==> config.mk <==
export PLATFORM = sky130hd
export DESIGN_NAME = mci_boot_seqr_flat
export DESIGN_NICKNAME = d
export VERILOG_FILES = /design/src/rtl/mci_boot_seqr_if.sv /design/src/rtl/mci_boot_seqr.sv /design/src/flat_wrapper.sv
export SDC_FILE = /design/constraint.sdc
export NUM_CORES = 1
export LEC_CHECK = 0
export CAP_MARGIN = 20
export CORE_UTILIZATION = 40
export DETAILED_ROUTE_END_ITERATION = 10
export PLACE_DENSITY_LB_ADDON = 0.25
export SYNTH_ARGS = -nofsm -noshare
export SYNTH_HDL_FRONTEND = slang
export SYNTH_SLANG_ARGS = --single-unit
==> constraint.sdc <==
create_clock -name clk -period 1.9 [get_ports clk]
set_input_delay 0.38 -clock clk [delete_from_list [all_inputs] [get_ports clk]]
set_output_delay 0.38 -clock clk [all_outputs]
set_load 0.005 [all_outputs]
==> src/rtl/mci_boot_seqr_if.sv <==
// rtl/mci_boot_seqr_if.sv - boot sequencer handshake bundle
// master = register block / subsystem side, slave = the sequencer.
interface mci_boot_seqr_if;
  logic       mci_boot_seq_brkpoint;
  logic       mci_bootfsm_go;
  logic       fc_opt_init;
  logic       fc_opt_done;
  logic       lc_init;
  logic       lc_done;
  logic       pll_lock;
  logic       mcu_rst_b;
  logic       cptra_rst_release;
  logic       cptra_rst_b;
  logic       hitless_update_req;
  logic       mcu_halt_ack;
  logic [3:0] boot_fsm_state;
  logic       boot_err;

  modport master (
    output mci_boot_seq_brkpoint, mci_bootfsm_go, fc_opt_done, lc_done, pll_lock,
           cptra_rst_release, hitless_update_req, mcu_halt_ack,
    input  fc_opt_init, lc_init, mcu_rst_b, cptra_rst_b, boot_fsm_state, boot_err
  );

  modport slave (
    input  mci_boot_seq_brkpoint, mci_bootfsm_go, fc_opt_done, lc_done, pll_lock,
           cptra_rst_release, hitless_update_req, mcu_halt_ack,
    output fc_opt_init, lc_init, mcu_rst_b, cptra_rst_b, boot_fsm_state, boot_err
  );
endinterface

==> src/rtl/mci_boot_seqr.sv <==
// rtl/mci_boot_seqr.sv - MCI cold boot and MCU hitless update sequencer
// Outputs are decoded from the next state so they change on the same edge as the state.
module mci_boot_seqr #(
  parameter int unsigned MCU_UPDATE_RESET_CYCLES = 10,
  parameter int unsigned WAIT_TIMEOUT_CYCLES     = 1024
) (
  input  logic            clk,
  input  logic            mci_rst_b,
  mci_boot_seqr_if.slave  bus
);

  typedef enum logic [3:0] {
    BOOT_IDLE        = 4'h0,
    BOOT_FABRIC      = 4'h1,
    BOOT_OTP_FC      = 4'h2,
    BOOT_LCC         = 4'h3,
    BOOT_MCU         = 4'h4,
    BOOT_PLL         = 4'h5,
    BOOT_WAIT_CPTRA  = 4'h6,
    BOOT_CPTRA       = 4'h7,
    BOOT_WAIT_UPDATE = 4'h8,
    BOOT_RST_MCU     = 4'h9
  } mci_boot_fsm_state_e;

  localparam int unsigned WAIT_W = (WAIT_TIMEOUT_CYCLES == 0) ? 1 : $clog2(WAIT_TIMEOUT_CYCLES + 1);
  localparam int unsigned UPD_W  = $clog2(MCU_UPDATE_RESET_CYCLES + 1);
  localparam logic [WAIT_W-1:0] WAIT_MAX = WAIT_W'(WAIT_TIMEOUT_CYCLES);
  localparam logic [UPD_W-1:0]  UPD_LAST = UPD_W'(MCU_UPDATE_RESET_CYCLES - 1);

  mci_boot_fsm_state_e r_state;
  mci_boot_fsm_state_e w_next;
  logic [WAIT_W-1:0]   r_wait_cnt;
  logic [UPD_W-1:0]    r_upd_cnt;
  logic                r_fc_opt_init;
  logic                r_lc_init;
  logic                r_mcu_rst_b;
  logic                r_cptra_rst_b;
  logic                r_boot_err;
  logic                w_waiting;
  logic                w_timeout;
  logic                w_illegal;

  always_comb begin
    w_next = r_state;
    case (r_state)
      BOOT_IDLE:        w_next = BOOT_FABRIC;
      BOOT_FABRIC:      if (!bus.mci_boot_seq_brkpoint || bus.mci_bootfsm_go) w_next = BOOT_OTP_FC;
      BOOT_OTP_FC:      if (bus.fc_opt_done)        w_next = BOOT_LCC;
      BOOT_LCC:         if (bus.lc_done)            w_next = BOOT_MCU;
      BOOT_MCU:         w_next = BOOT_PLL;
      BOOT_PLL:         if (bus.pll_lock)           w_next = BOOT_WAIT_CPTRA;
      BOOT_WAIT_CPTRA:  if (bus.cptra_rst_release)  w_next = BOOT_CPTRA;
      BOOT_CPTRA:       if (bus.hitless_update_req) w_next = BOOT_WAIT_UPDATE;
      BOOT_WAIT_UPDATE: if (bus.mcu_halt_ack)       w_next = BOOT_RST_MCU;
      BOOT_RST_MCU:     if (r_upd_cnt == UPD_LAST)  w_next = BOOT_CPTRA;
      default:          w_next = BOOT_IDLE;
    endcase
  end

  assign w_waiting = (r_state == BOOT_OTP_FC) || (r_state == BOOT_LCC) ||
                     (r_state == BOOT_PLL)    || (r_state == BOOT_WAIT_UPDATE);
  assign w_timeout = (WAIT_TIMEOUT_CYCLES != 0) && (r_wait_cnt == WAIT_MAX);
  assign w_illegal = (r_state > BOOT_RST_MCU);

  // Illegal encodings recover exactly like a reset so every output is safe immediately.
  always_ff @(posedge clk) begin
    if (!mci_rst_b || w_illegal) begin
      r_state       <= BOOT_IDLE;
      r_wait_cnt    <= '0;
      r_upd_cnt     <= '0;
      r_fc_opt_init <= 1'b0;
      r_lc_init     <= 1'b0;
      r_mcu_rst_b   <= 1'b0;
      r_cptra_rst_b <= 1'b0;
      r_boot_err    <= 1'b0;
    end else begin
      r_state <= w_next;
      if (w_next != r_state) begin
        r_wait_cnt <= '0;
        r_upd_cnt  <= '0;
      end else begin
        if (w_waiting && (r_wait_cnt != WAIT_MAX)) r_wait_cnt <= r_wait_cnt + 1'b1;
        if (r_state == BOOT_RST_MCU) r_upd_cnt <= r_upd_cnt + 1'b1;
      end
      if (w_timeout) r_boot_err <= 1'b1;
      r_fc_opt_init <= (w_next == BOOT_OTP_FC);
      r_lc_init     <= (w_next == BOOT_LCC);
      r_mcu_rst_b   <= (w_next == BOOT_MCU) || (w_next == BOOT_PLL) || (w_next == BOOT_WAIT_CPTRA) ||
                       (w_next == BOOT_CPTRA) || (w_next == BOOT_WAIT_UPDATE);
      r_cptra_rst_b <= (w_next == BOOT_CPTRA) || (w_next == BOOT_WAIT_UPDATE) ||
                       (w_next == BOOT_RST_MCU);
    end
  end

  assign bus.boot_fsm_state = r_state;
  assign bus.fc_opt_init    = r_fc_opt_init;
  assign bus.lc_init        = r_lc_init;
  assign bus.mcu_rst_b      = r_mcu_rst_b;
  assign bus.cptra_rst_b    = r_cptra_rst_b;
  assign bus.boot_err       = r_boot_err;

endmodule

==> src/flat_wrapper.sv <==
// flat-port wrapper written by rule: the top's interface ports become plain ports
module mci_boot_seqr_flat 
#(
  parameter int unsigned MCU_UPDATE_RESET_CYCLES = 10,
  parameter int unsigned WAIT_TIMEOUT_CYCLES     = 1024
)
  (clk, mci_rst_b, bus_mci_boot_seq_brkpoint, bus_mci_bootfsm_go, bus_fc_opt_done, bus_lc_done, bus_pll_lock, bus_cptra_rst_release, bus_hitless_update_req, bus_mcu_halt_ack, bus_fc_opt_init, bus_lc_init, bus_mcu_rst_b, bus_cptra_rst_b, bus_boot_fsm_state, bus_boot_err);
  mci_boot_seqr_if bus_i ();
  input  logic clk;
  input  logic mci_rst_b;
  input wire logic [$bits(bus_i.mci_boot_seq_brkpoint)-1:0] bus_mci_boot_seq_brkpoint;
  input wire logic [$bits(bus_i.mci_bootfsm_go)-1:0] bus_mci_bootfsm_go;
  input wire logic [$bits(bus_i.fc_opt_done)-1:0] bus_fc_opt_done;
  input wire logic [$bits(bus_i.lc_done)-1:0] bus_lc_done;
  input wire logic [$bits(bus_i.pll_lock)-1:0] bus_pll_lock;
  input wire logic [$bits(bus_i.cptra_rst_release)-1:0] bus_cptra_rst_release;
  input wire logic [$bits(bus_i.hitless_update_req)-1:0] bus_hitless_update_req;
  input wire logic [$bits(bus_i.mcu_halt_ack)-1:0] bus_mcu_halt_ack;
  output wire logic [$bits(bus_i.fc_opt_init)-1:0] bus_fc_opt_init;
  output wire logic [$bits(bus_i.lc_init)-1:0] bus_lc_init;
  output wire logic [$bits(bus_i.mcu_rst_b)-1:0] bus_mcu_rst_b;
  output wire logic [$bits(bus_i.cptra_rst_b)-1:0] bus_cptra_rst_b;
  output wire logic [$bits(bus_i.boot_fsm_state)-1:0] bus_boot_fsm_state;
  output wire logic [$bits(bus_i.boot_err)-1:0] bus_boot_err;
  assign bus_i.mci_boot_seq_brkpoint = bus_mci_boot_seq_brkpoint;
  assign bus_i.mci_bootfsm_go = bus_mci_bootfsm_go;
  assign bus_i.fc_opt_done = bus_fc_opt_done;
  assign bus_i.lc_done = bus_lc_done;
  assign bus_i.pll_lock = bus_pll_lock;
  assign bus_i.cptra_rst_release = bus_cptra_rst_release;
  assign bus_i.hitless_update_req = bus_hitless_update_req;
  assign bus_i.mcu_halt_ack = bus_mcu_halt_ack;
  assign bus_fc_opt_init = bus_i.fc_opt_init;
  assign bus_lc_init = bus_i.lc_init;
  assign bus_mcu_rst_b = bus_i.mcu_rst_b;
  assign bus_cptra_rst_b = bus_i.cptra_rst_b;
  assign bus_boot_fsm_state = bus_i.boot_fsm_state;
  assign bus_boot_err = bus_i.boot_err;
  mci_boot_seqr #(.MCU_UPDATE_RESET_CYCLES(MCU_UPDATE_RESET_CYCLES), .WAIT_TIMEOUT_CYCLES(WAIT_TIMEOUT_CYCLES)) u_core (.clk(clk), .mci_rst_b(mci_rst_b), .bus(bus_i));
endmodule
=== Word-level counts from Yosys, hierarchy flattened ===
Index checks and enable logic that the tools add are counted.

* Bits in registers: 24
* Word-level logic and storage cells: 57

* $add $sub $neg: 2
* Order comparisons: 1
* Equality and inequality tests: 21
* Mux-type cells: 9
* Reductions and logical operators: 16

{| class="wikitable"
|+ Operator list
! cell !! number
|-
| 4-bit case mux with 10 select lines || 1
|-
| 4-bit by 3-bit equality test with 1-bit output, second input constant || 8
|-
| 4-bit two-way mux || 8
|-
| 4-bit equality test, second input constant || 5
|-
| 4-bit by 2-bit equality test with 1-bit output, second input constant || 4
|-
| 11-bit by 1-bit adder with 11-bit output, second input constant || 1
|-
| 11-bit equality test, second input constant || 1
|-
| 1-bit logical OR || 11
|-
| 11-bit inequality test, second input constant || 1
|-
| 4-bit by 1-bit adder with 4-bit output, second input constant || 1
|-
| 4-bit by 1-bit equality test with 1-bit output, second input constant || 1
|-
| 4-bit > comparator, second input constant || 1
|-
| 4-bit logical NOT || 1
|-
| 4-bit inequality test || 1
|-
| 1-bit logical NOT || 2
|-
| 2-bit OR reduction || 1
|-
| 1-bit logical AND || 1
|}

=== Longest topological paths before layout ===
Gate-level depths: netlist (run 1).

* Depth in word-level cells: 9
* Gate-level depth with buffers: 8
* Depth with buffers taken out: 7

=== Worst setup path after synthesis (run 1) ===
OpenSTA, ideal clock, no wires.

* Path kind: register -> register
* Start: reg u_core.r_state[1] (netlist: u_core.bus.boot_fsm_state[1])
* End: reg u_core.r_wait_cnt[10]
* Arrival: 1.481 ns
* Required time: 1.785 ns
* Path slack: 0.304 ns
* Stages on the path, launching flop included: 7
* Path buffers: 1
* Period minus slack after synthesis: 1.596 ns
* Cell sequence: dfxtp_1 > or3b_1 > a21boi_2 > a2111oi_4 > o211ai_4 > buf_6 > nor2_2

* Cells in the longest elaborated chain, start to end: 5
* Elaborated cells between the ends (all ways): 27
* Those cells by class: order compare (1); eq/ne (10); mux (9); reduce/logical (7)

{| class="wikitable"
|+ Ends and longest elaborated chain
! item !! line !! text
|-
| start: declaration || mci_boot_seqr.sv:30 || <nowiki>mci_boot_fsm_state_e r_state;</nowiki>
|-
| start signal: assignment || mci_boot_seqr.sv:77 || <nowiki>r_state <= w_next;</nowiki>
|-
| parallel branches: the longest is 5 deep, another holds 4-bit case mux with 10 select lines || -- ||
|-
| end signal: assignment || mci_boot_seqr.sv:82 || <nowiki>if (w_waiting && (r_wait_cnt != WAIT_MAX)) r_wait_cnt <= r_wait_cnt + 1'b1;</nowiki>
|-
| end: declaration || mci_boot_seqr.sv:32 || <nowiki>logic [WAIT_W-1:0] r_wait_cnt;</nowiki>
|}

Parallel ways; which one is timed is not known.
A chain may end at the register's enable or synchronous reset.

=== Final worst setup path (run 1) ===
* Start: reg u_core.r_state[1] (netlist: u_core.bus.boot_fsm_state[1])
* End: reg u_core.r_upd_cnt[1]

* Cells in the longest elaborated chain, start to end: 4
* Elaborated cells between the ends (all ways): 23
* Those cells by class: order compare (1); eq/ne (10); mux (9); reduce/logical (3)

{| class="wikitable"
|+ Ends and longest elaborated chain
! item !! line !! text
|-
| 4-bit equality test (tied with other cells) || mci_boot_seqr.sv:45, mci_boot_seqr.sv:83 ||
|-
| 4-bit case mux with 10 select lines || mci_boot_seqr.sv:45 || <nowiki>case (r_state)</nowiki>
|-
| 4-bit inequality test || mci_boot_seqr.sv:78 || <nowiki>if (w_next != r_state) begin</nowiki>
|-
| 2-bit OR reduction (no source line) || -- ||
|-
| end signal: assignment || mci_boot_seqr.sv:83 || <nowiki>if (r_state == BOOT_RST_MCU) r_upd_cnt <= r_upd_cnt + 1'b1;</nowiki>
|-
| end: declaration || mci_boot_seqr.sv:33 || <nowiki>logic [UPD_W-1:0] r_upd_cnt;</nowiki>
|}

Parallel ways exist; a longest one is shown, timed or not.

==> summary.md, run 1 <==
| Metric | Value |
|---|---|
| IO Pins | `19` |
| Place WS | `-205.0 ps` |
| Final Critical Period | `1790 ps` |
| Ys async rst share | `0` |
| Worst-Skew Late Latency | `310 ps` |
| Vias | `1,155` |
| Die Area | `3702 sq um` |
| Remaining global-route overflow | `0` |
| Synthesized Nets | `173` |
| Rel. slew slack | `0.7055` |
| Antenna viol nets, final | `0` |
| Total track usage | `0.1710` |
| Layout Nets | `201` |
| Yosys warnings | `0` |
| Hold depth | `2` |
| Most frequent cells in the layout | `19 x dfxtp_1, 18 x nor2_1, 18 x clkdlybuf4s50_1` |
| Clock tree buffer depth | `2` |
| GR Util met2 | `0.2857` |
| Slew of the pin with the lowest slew margin | `440.9 ps` |
| Mux share of post-synthesis cell area | `0.008130` |
| Synthesized area | `1385 sq um` |
| IO buf count | `18` |
| Core Area | `3337 sq um` |
| XOR/XNOR share of the synthesized area | `0.08220` |
| Fin. Hold Viols | `0` |
| R2R depth | `6` |
| Clock Pin Slew Worst Setup and Hold Paths | `130 ps` |
| Sequential area share after synthesis | `0.3469` |
| Post-synthesis compound-gate area fraction | `0.1780` |
| Critical Path AT | `2020 ps` |
| WL/cell | `12.34 um` |
| Initial Utilization | `0.4151` |
| Cell count after synthesis | `159` |
| Syn avg cell area | `8.711 sq um` |
| Worst IR Drop VDD | `0.4102 mV` |
| Most common library cell in the layout ignoring fill and taps | `dfxtp_1` |
| WL final | `2862 um` |
| Met3 Usage GRT | `0.04904` |
| Slew Viols, Final | `0` |
| Setup violators final | `0` |
| Main combinational cell family by area after synthesis | `simple AND/OR/NAND/NOR gates` |
| Vias/cell | `4.978` |
| DRC viols | `0` |
| P_leak | `0.6212 nW` |
| HPWL after DPL | `2169 um` |
| Simple-Gate Fraction of Synth Area | `0.2981` |
| Final WS setup | `110.1 ps` |
| Vias in the first global route | `1,138` |
| Crit Path Category | `flop to flop` |
| Placed Instances | `227` |
| Row count | `21` |
| First-pass GRT wire length | `4795 um` |
| Final RePlAce weighted congestion | `0.8333` |
| Clock Skew | `8.454 ps` |
| Number of diodes | `0` |
| F_max | `558.7 MHz` |
| Layout Utilization | `0.5264` |
| Distinct cells, synth | `44` |
| Synthesized flop and latch total | `24` |
| CTS buffer count | `3` |
| Initial antenna violation count | `0` |
| Share of cells above drive strength 1 | `0.2366` |
| Fillcell total | `314` |
| PwrDens | `704.1 nW/um^2` |
| Pre-antenna DRT Iters | `4` |
| Final period utilization | `0.9421` |
| Area Growth Syn to Fin | `26.83%` |
| Maxcap violations | `0` |
| Outcome | `finished, final reports clean` |
| H-tree depth | `1` |
| Ys flop type | `dfxtp_1` |
| Critical path launch point type | `flop` |
| Clock Tree Root | `clkbuf_4` |
| Width of the die | `60.85 um` |
| Total power | `1.237 mW` |
| DRT iter0 DRCs | `76` |
| Pin count of the biggest net entering global routing | `16` |
| Clock Sinks | `24` |
| Busiest grt layer | `met2` |
| Adder-cell share of the synthesized area | `0.03613` |
| Met1 Resource Use GR | `0.2186` |
| RSZ-0062 raised after global routing | `no` |
| Critical path endpoint category | `flop` |
| Worst hold path class | `flop to flop` |
| EDFF count, synth | `0` |
| Worst Path Required | `2130 ps` |
| Die height | `60.85 um` |
| Worst Path Max Fanout | `15` |
| CTS tree | `built` |
| Post-Layout Cell Count | `232` |
report_power, final:
group / switching (mW) / total [mW] / leakage [nW] / internal, mW
combinational: 0.158 / 0.329 / 0.397 / 0.170
clock: 0.146 / 0.360 / 0.0279 / 0.213
sequential: 0.0267 / 0.549 / 0.196 / 0.522
cells in the mapped netlist (3+ instances only):
library cell	count	area share
ha_1	4	0.036
nor2_2	10	0.045
nand2b_1	4	0.018
nand3b_1	3	0.016
nor3_1	5	0.018
a21o_1	4	0.022
nand2_1	10	0.027
o32ai_1	3	0.019
dfxtp_1	24	0.35
inv_1	6	0.016
nor2b_1	5	0.023
buf_2	5	0.018
xnor2_1	11	0.070
nor2_1	18	0.049
nand3_1	6	0.022
nor3b_1	3	0.016
a21oi_1	6	0.022
timing repair:
action / 4_1_cts / 5_1_grt
buffers inserted: 0 / 1
resized for setup: 1 / 6
pin swaps: 0 / 0
endpoints found under the setup margin: 1 / 20
hold buffers: 0 / 0
metal layers:
metal / part of all wire / wire, um
met1: 0.49 / 1412
met2: 0.48 / 1377
met3: 0.025 / 72
met4: 0 / 0
met5: 0 / 0
per-stage QoR:
stage / hold WS, ps / instance area (sq um) / setup TNS, ps
6_report: 493.7 / 1757 / 0
5_1_grt: 524.1 / 1757 / 0
4_1_cts: 498.1 / 1732 / 0
3_5_place_dp: 467.2 / 1678 / -2632
3_3_place_gp: 458.8 / 1678 / -1791
2_1_floorplan: 465.0 / 1385 / 0
final timing paths:
kind / startpoint / to / slack, ps
setup reg to reg: u_core.bus.boot_fsm_state[1] / u_core.r_upd_cnt[1] / 110
hold / removal: u_core.bus.boot_err / u_core.bus.boot_err / 490
setup / recovery: u_core.bus.boot_fsm_state[1] / u_core.r_upd_cnt[1] / 110
hold reg to reg: u_core.bus.boot_err / u_core.bus.boot_err / 490
worst max-delay path, stage by stage (launching register included):
cell and delay, ps:
dfxtp_2 440, or2_1 290, nor3_2 110, a2111oi_4 390, o211ai_4 120, buf_12 170, a211oi_2 180
registers in the layout (all words and copies together), names as in the netlist:
signal	count
u_core.r_wait_cnt	11
u_core.bus.boot_fsm_state	4
u_core.r_upd_cnt	4
u_core.bus.boot_err	1
u_core.bus.cptra_rst_b	1
u_core.bus.fc_opt_init	1
u_core.bus.lc_init	1
u_core.bus.mcu_rst_b	1
area by class of cell:
class / instances / area (sq um) / share of cell area
clock buffer: 3 / 22.52 / 0.01282
clock inverter: 1 / 30.03 / 0.01709
inverter: 6 / 22.52 / 0.01282
multi-input combinational: 121 / 847.1 / 0.4822
sequential: 24 / 486.7 / 0.2771
tap: 46 / 57.56 / 0.03276
timing repair buffer: 31 / 290.3 / 0.1652
logic make-up (layout without fill, tap and decap cells):
family / count (synthesis) / in the layout
XOR/XNOR: 13 / 13
AND/OR/NAND/NOR: 76 / 76
adder cells (fa/ha/maj): 4 / 4
multiplexers: 1 / 1
flip-flops: 24 / 24
buffers and inverters: 14 / 41
AO/OA/AOI/OAI: 27 / 27
Note: power is estimated with default switching activity, not from simulation.
==> run 2, diff against run 1 <==
--- a/config.mk
+++ b/config.mk
@@ -9,6 +9,7 @@
 export CORE_UTILIZATION = 40
 export DETAILED_ROUTE_END_ITERATION = 10
 export PLACE_DENSITY_LB_ADDON = 0.25
+export RECOVER_POWER = 25
 export SYNTH_ARGS = -nofsm -noshare
 export SYNTH_HDL_FRONTEND = slang
 export SYNTH_SLANG_ARGS = --single-unit
==> run 2 against run 1 <==
  * Largest power group unchanged
  * Power is 0.23% lower
  * Maximum frequency hardly changed
  * Combinational power hardly changed
  * Sequential share of layout area stayed put
  * Count of clock-buffer cells in the layout stayed put
  * Routed wire length is 0.10% lower
  * Largest cell class unchanged
  * Via count stayed put
  * Design area stayed put
  * Cell count stayed put
  * Register-to-register slack hardly changed
  * Critical path depth stayed put
==> summary.md, run 2 (synthesized netlist as in run 1, its figures left out) <==
| Metric | Value |
|---|---|
| Initial Utilization | `0.4151 (unchanged)` |
| Seq pwr share | `0.444 (about the same)` |
| Crit Path Category | `flop to flop (unchanged)` |
| Outcome | `finished, final reports clean (unchanged)` |
| DRC viols | `0 (unchanged)` |
| Worst hold path class | `flop to flop (unchanged)` |
| Row count | `21 (unchanged)` |
| Clock Pin Slew Worst Setup and Hold Paths | `130 ps (about the same)` |
| Int Pwr | `0.9028 mW (was 0.9053 mW)` |
| Total power | `1.234 mW (was 1.237 mW)` |
| F_max | `558.7 MHz (about the same)` |
| Critical path origin | `u_core.bus.boot_fsm_state[1] (unchanged)` |
| Slew Viols, Final | `0 (unchanged)` |
| Rel. slew slack | `0.7055 (unchanged)` |
| Initial antenna violation count | `0 (unchanged)` |
| First-pass GRT wire length | `4795 um (unchanged)` |
| Final WS setup | `110.2 ps (was 110.1 ps)` |
| CTS buffer count | `3 (unchanged)` |
| Critical path endpoint category | `flop (unchanged)` |
| P_sw | `0.3312 mW (was 0.3316 mW)` |
| R2R depth | `6 (unchanged)` |
| Clock tree buffer depth | `2 (unchanged)` |
| Worst Path Required | `2130 ps (about the same)` |
| Worst R2R Start | `u_core.bus.boot_fsm_state[1] (unchanged)` |
| DRT iter0 DRCs | `76 (unchanged)` |
| Fin. Hold Viols | `0 (unchanged)` |
| Worst IR Drop VDD | `0.4101 mV (was 0.4102 mV)` |
| Hold depth | `2 (unchanged)` |
| IO Pins | `19 (unchanged)` |
| Reg2Reg Setup Slack | `110 ps (about the same)` |
| Clock Skew | `8.393 ps (was 8.454 ps)` |
| Critical path launch point type | `flop (unchanged)` |
| Final period utilization | `0.9420 (was 0.9421)` |
| Share of cells above drive strength 1 | `0.2366 (unchanged)` |
| Width of the die | `60.85 um (unchanged)` |
| Gate power share | `0.264 (was 0.266)` |
| RSZ-0062 raised after global routing | `no (unchanged)` |
| H-tree depth | `1 (unchanged)` |
| IO buf count | `18 (unchanged)` |
| PwrDens | `702.5 nW/um^2 (was 704.1 nW/um^2)` |
| Maxcap violations | `0 (unchanged)` |
| Max reg flops | `11 (unchanged)` |
| Switching share of power | `0.2684 (was 0.2681)` |
| Vias/cell | `4.978 (unchanged)` |
| Critical Path AT | `2020 ps (about the same)` |
| Worst-Skew Late Latency | `310 ps (about the same)` |
| Place WS | `-205.0 ps (unchanged)` |
| Total track usage | `0.1710 (unchanged)` |
| Fillcell total | `314 (unchanged)` |
| Layout Utilization | `0.5264 (unchanged)` |
| Biggest register | `u_core.r_wait_cnt (unchanged)` |
| Hold Startpoint | `u_core.bus.boot_err (unchanged)` |
| Clock Tree Root | `clkbuf_4 (unchanged)` |
| WL final | `2859 um (was 2862 um)` |
| Core Area | `3337 sq um (unchanged)` |
| Layout Nets | `201 (unchanged)` |
| Worst hold path endpoint | `u_core.bus.boot_err (unchanged)` |
| WL/cell | `12.32 um (was 12.34 um)` |
| HPWL after DPL | `2169 um (unchanged)` |
| Final RePlAce weighted congestion | `0.8333 (unchanged)` |
| Remaining global-route overflow | `0 (unchanged)` |
| Clock share of power | `0.291 (about the same)` |
| Area Growth Syn to Fin | `26.83% (unchanged)` |
| Die Area | `3702 sq um (unchanged)` |
| P_leak | `0.6380 nW (was 0.6212 nW)` |
| Most frequent cells in the layout | `19 x dfxtp_1, 18 x nor2_1, 13 x clkdlybuf4s50_1 (was 19 x dfxtp_1, 18 x nor2_1, 18 x clkdlybuf4s50_1)` |
| Worst Path Max Fanout | `15 (unchanged)` |
| Antenna viol nets, final | `0 (unchanged)` |
| Number of diodes | `0 (unchanged)` |
| Final Critical Period | `1790 ps (about the same)` |
| Setup violators final | `0 (unchanged)` |
| Pre-antenna DRT Iters | `4 (unchanged)` |
| Slew of the pin with the lowest slew margin | `440.9 ps (unchanged)` |
| CTS tree | `built (unchanged)` |
| Most common library cell in the layout ignoring fill and taps | `dfxtp_1 (unchanged)` |
| Vias in the first global route | `1,138 (unchanged)` |
| Vias | `1,155 (unchanged)` |
| Clock Sinks | `24 (unchanged)` |
| Reg-to-Reg End | `u_core.r_upd_cnt[1] (unchanged)` |
| Pin count of the biggest net entering global routing | `16 (unchanged)` |
| Die height | `60.85 um (unchanged)` |
-- run 2: cell count changes in the layout (fill, tap and decap cells not counted) --
cell | previous run | this run
clkdlybuf4s50_1 | 18 | 13
dlygate4sd3_1 | 0 | 5
-- run 2: power groups by stage --
stage / Combinational, mW / Clock [mW] / Sequential (mW)
2_1_floorplan: 0.217 / 0 / 0.546
3_3_place_gp: 0.321 / 0 / 0.558
3_5_place_dp: 0.325 / 0 / 0.558
4_1_cts: 0.326 / 0.372 / 0.547
5_1_grt: 0.353 / 0.396 / 0.553
6_report: 0.326 / 0.360 / 0.548
-- run 2: through the flow --
step / hold slack, ps / instance area, sq um / std cells / setup TNS, ps
2_1_floorplan: 465.0 / 1385 / 159 / 0
3_3_place_gp: 458.8 / 1678 / 227 / -1791
3_5_place_dp: 467.2 / 1678 / 227 / -2632
4_1_cts: 498.1 / 1732 / 231 / 0
5_1_grt: 521.2 / 1757 / 232 / 0
6_report: 486.9 / 1757 / 232 / 0
-- run 2: worst max-delay path: stages (launching register included) --
cell,delay [ps]
dfxtp_2,440
or2_1,290
nor3_2,110
a2111oi_4,390
o211ai_4,120
buf_12,170
a211oi_2,180
-- run 2: final cells by class --
cell class | count | area [sq um] | share of cell area
multi-input combinational | 121 | 847.1 | 0.4822
sequential | 24 | 486.7 | 0.2771
timing repair buffer | 31 | 290.3 | 0.1652
tap | 46 | 57.56 | 0.03276
clock inverter | 1 | 30.03 | 0.01709
clock buffer | 3 | 22.52 | 0.01282
inverter | 6 | 22.52 | 0.01282
-- run 2: layer usage --
metal  GRT usage  vias to the layer above  routed length, um
met5           0                        -                  0
met4     0.03896                        0                  0
met3     0.04904                        0                 72
met2      0.2857                       16               1376
met1      0.2186                      539               1410
li1            -                      600                  -
-- run 2: how the worst max path moves through the flow --
stage,to,slack (ps),cells after the start
after floorplan,u_core.r_wait_cnt[10],300,6
after global placement,u_core.r_upd_cnt[1],-150,7
after detailed placement,u_core.r_upd_cnt[1],-210,7
after CTS,bus_boot_fsm_state[0],30,1
after global routing,u_core.r_upd_cnt[1],20,6
final,u_core.r_upd_cnt[1],110,6
-- run 2: repair_timing --
item	CTS	global route
hold buffers	0	0
setup buffers	0	1
endpoints found under the setup margin	1	20
endpoints found under the hold margin	0	0
gates resized for setup	1	6
==> run 3, diff against run 2 <==
--- a/config.mk
+++ b/config.mk
@@ -5,7 +5,6 @@
 export SDC_FILE = /design/constraint.sdc
 export NUM_CORES = 1
 export LEC_CHECK = 0
-export CAP_MARGIN = 20
 export CORE_UTILIZATION = 40
 export DETAILED_ROUTE_END_ITERATION = 10
 export PLACE_DENSITY_LB_ADDON = 0.25
==> results of run 3 <==
Same layout as run 2: the final DEF is identical, and so are final timing and power.
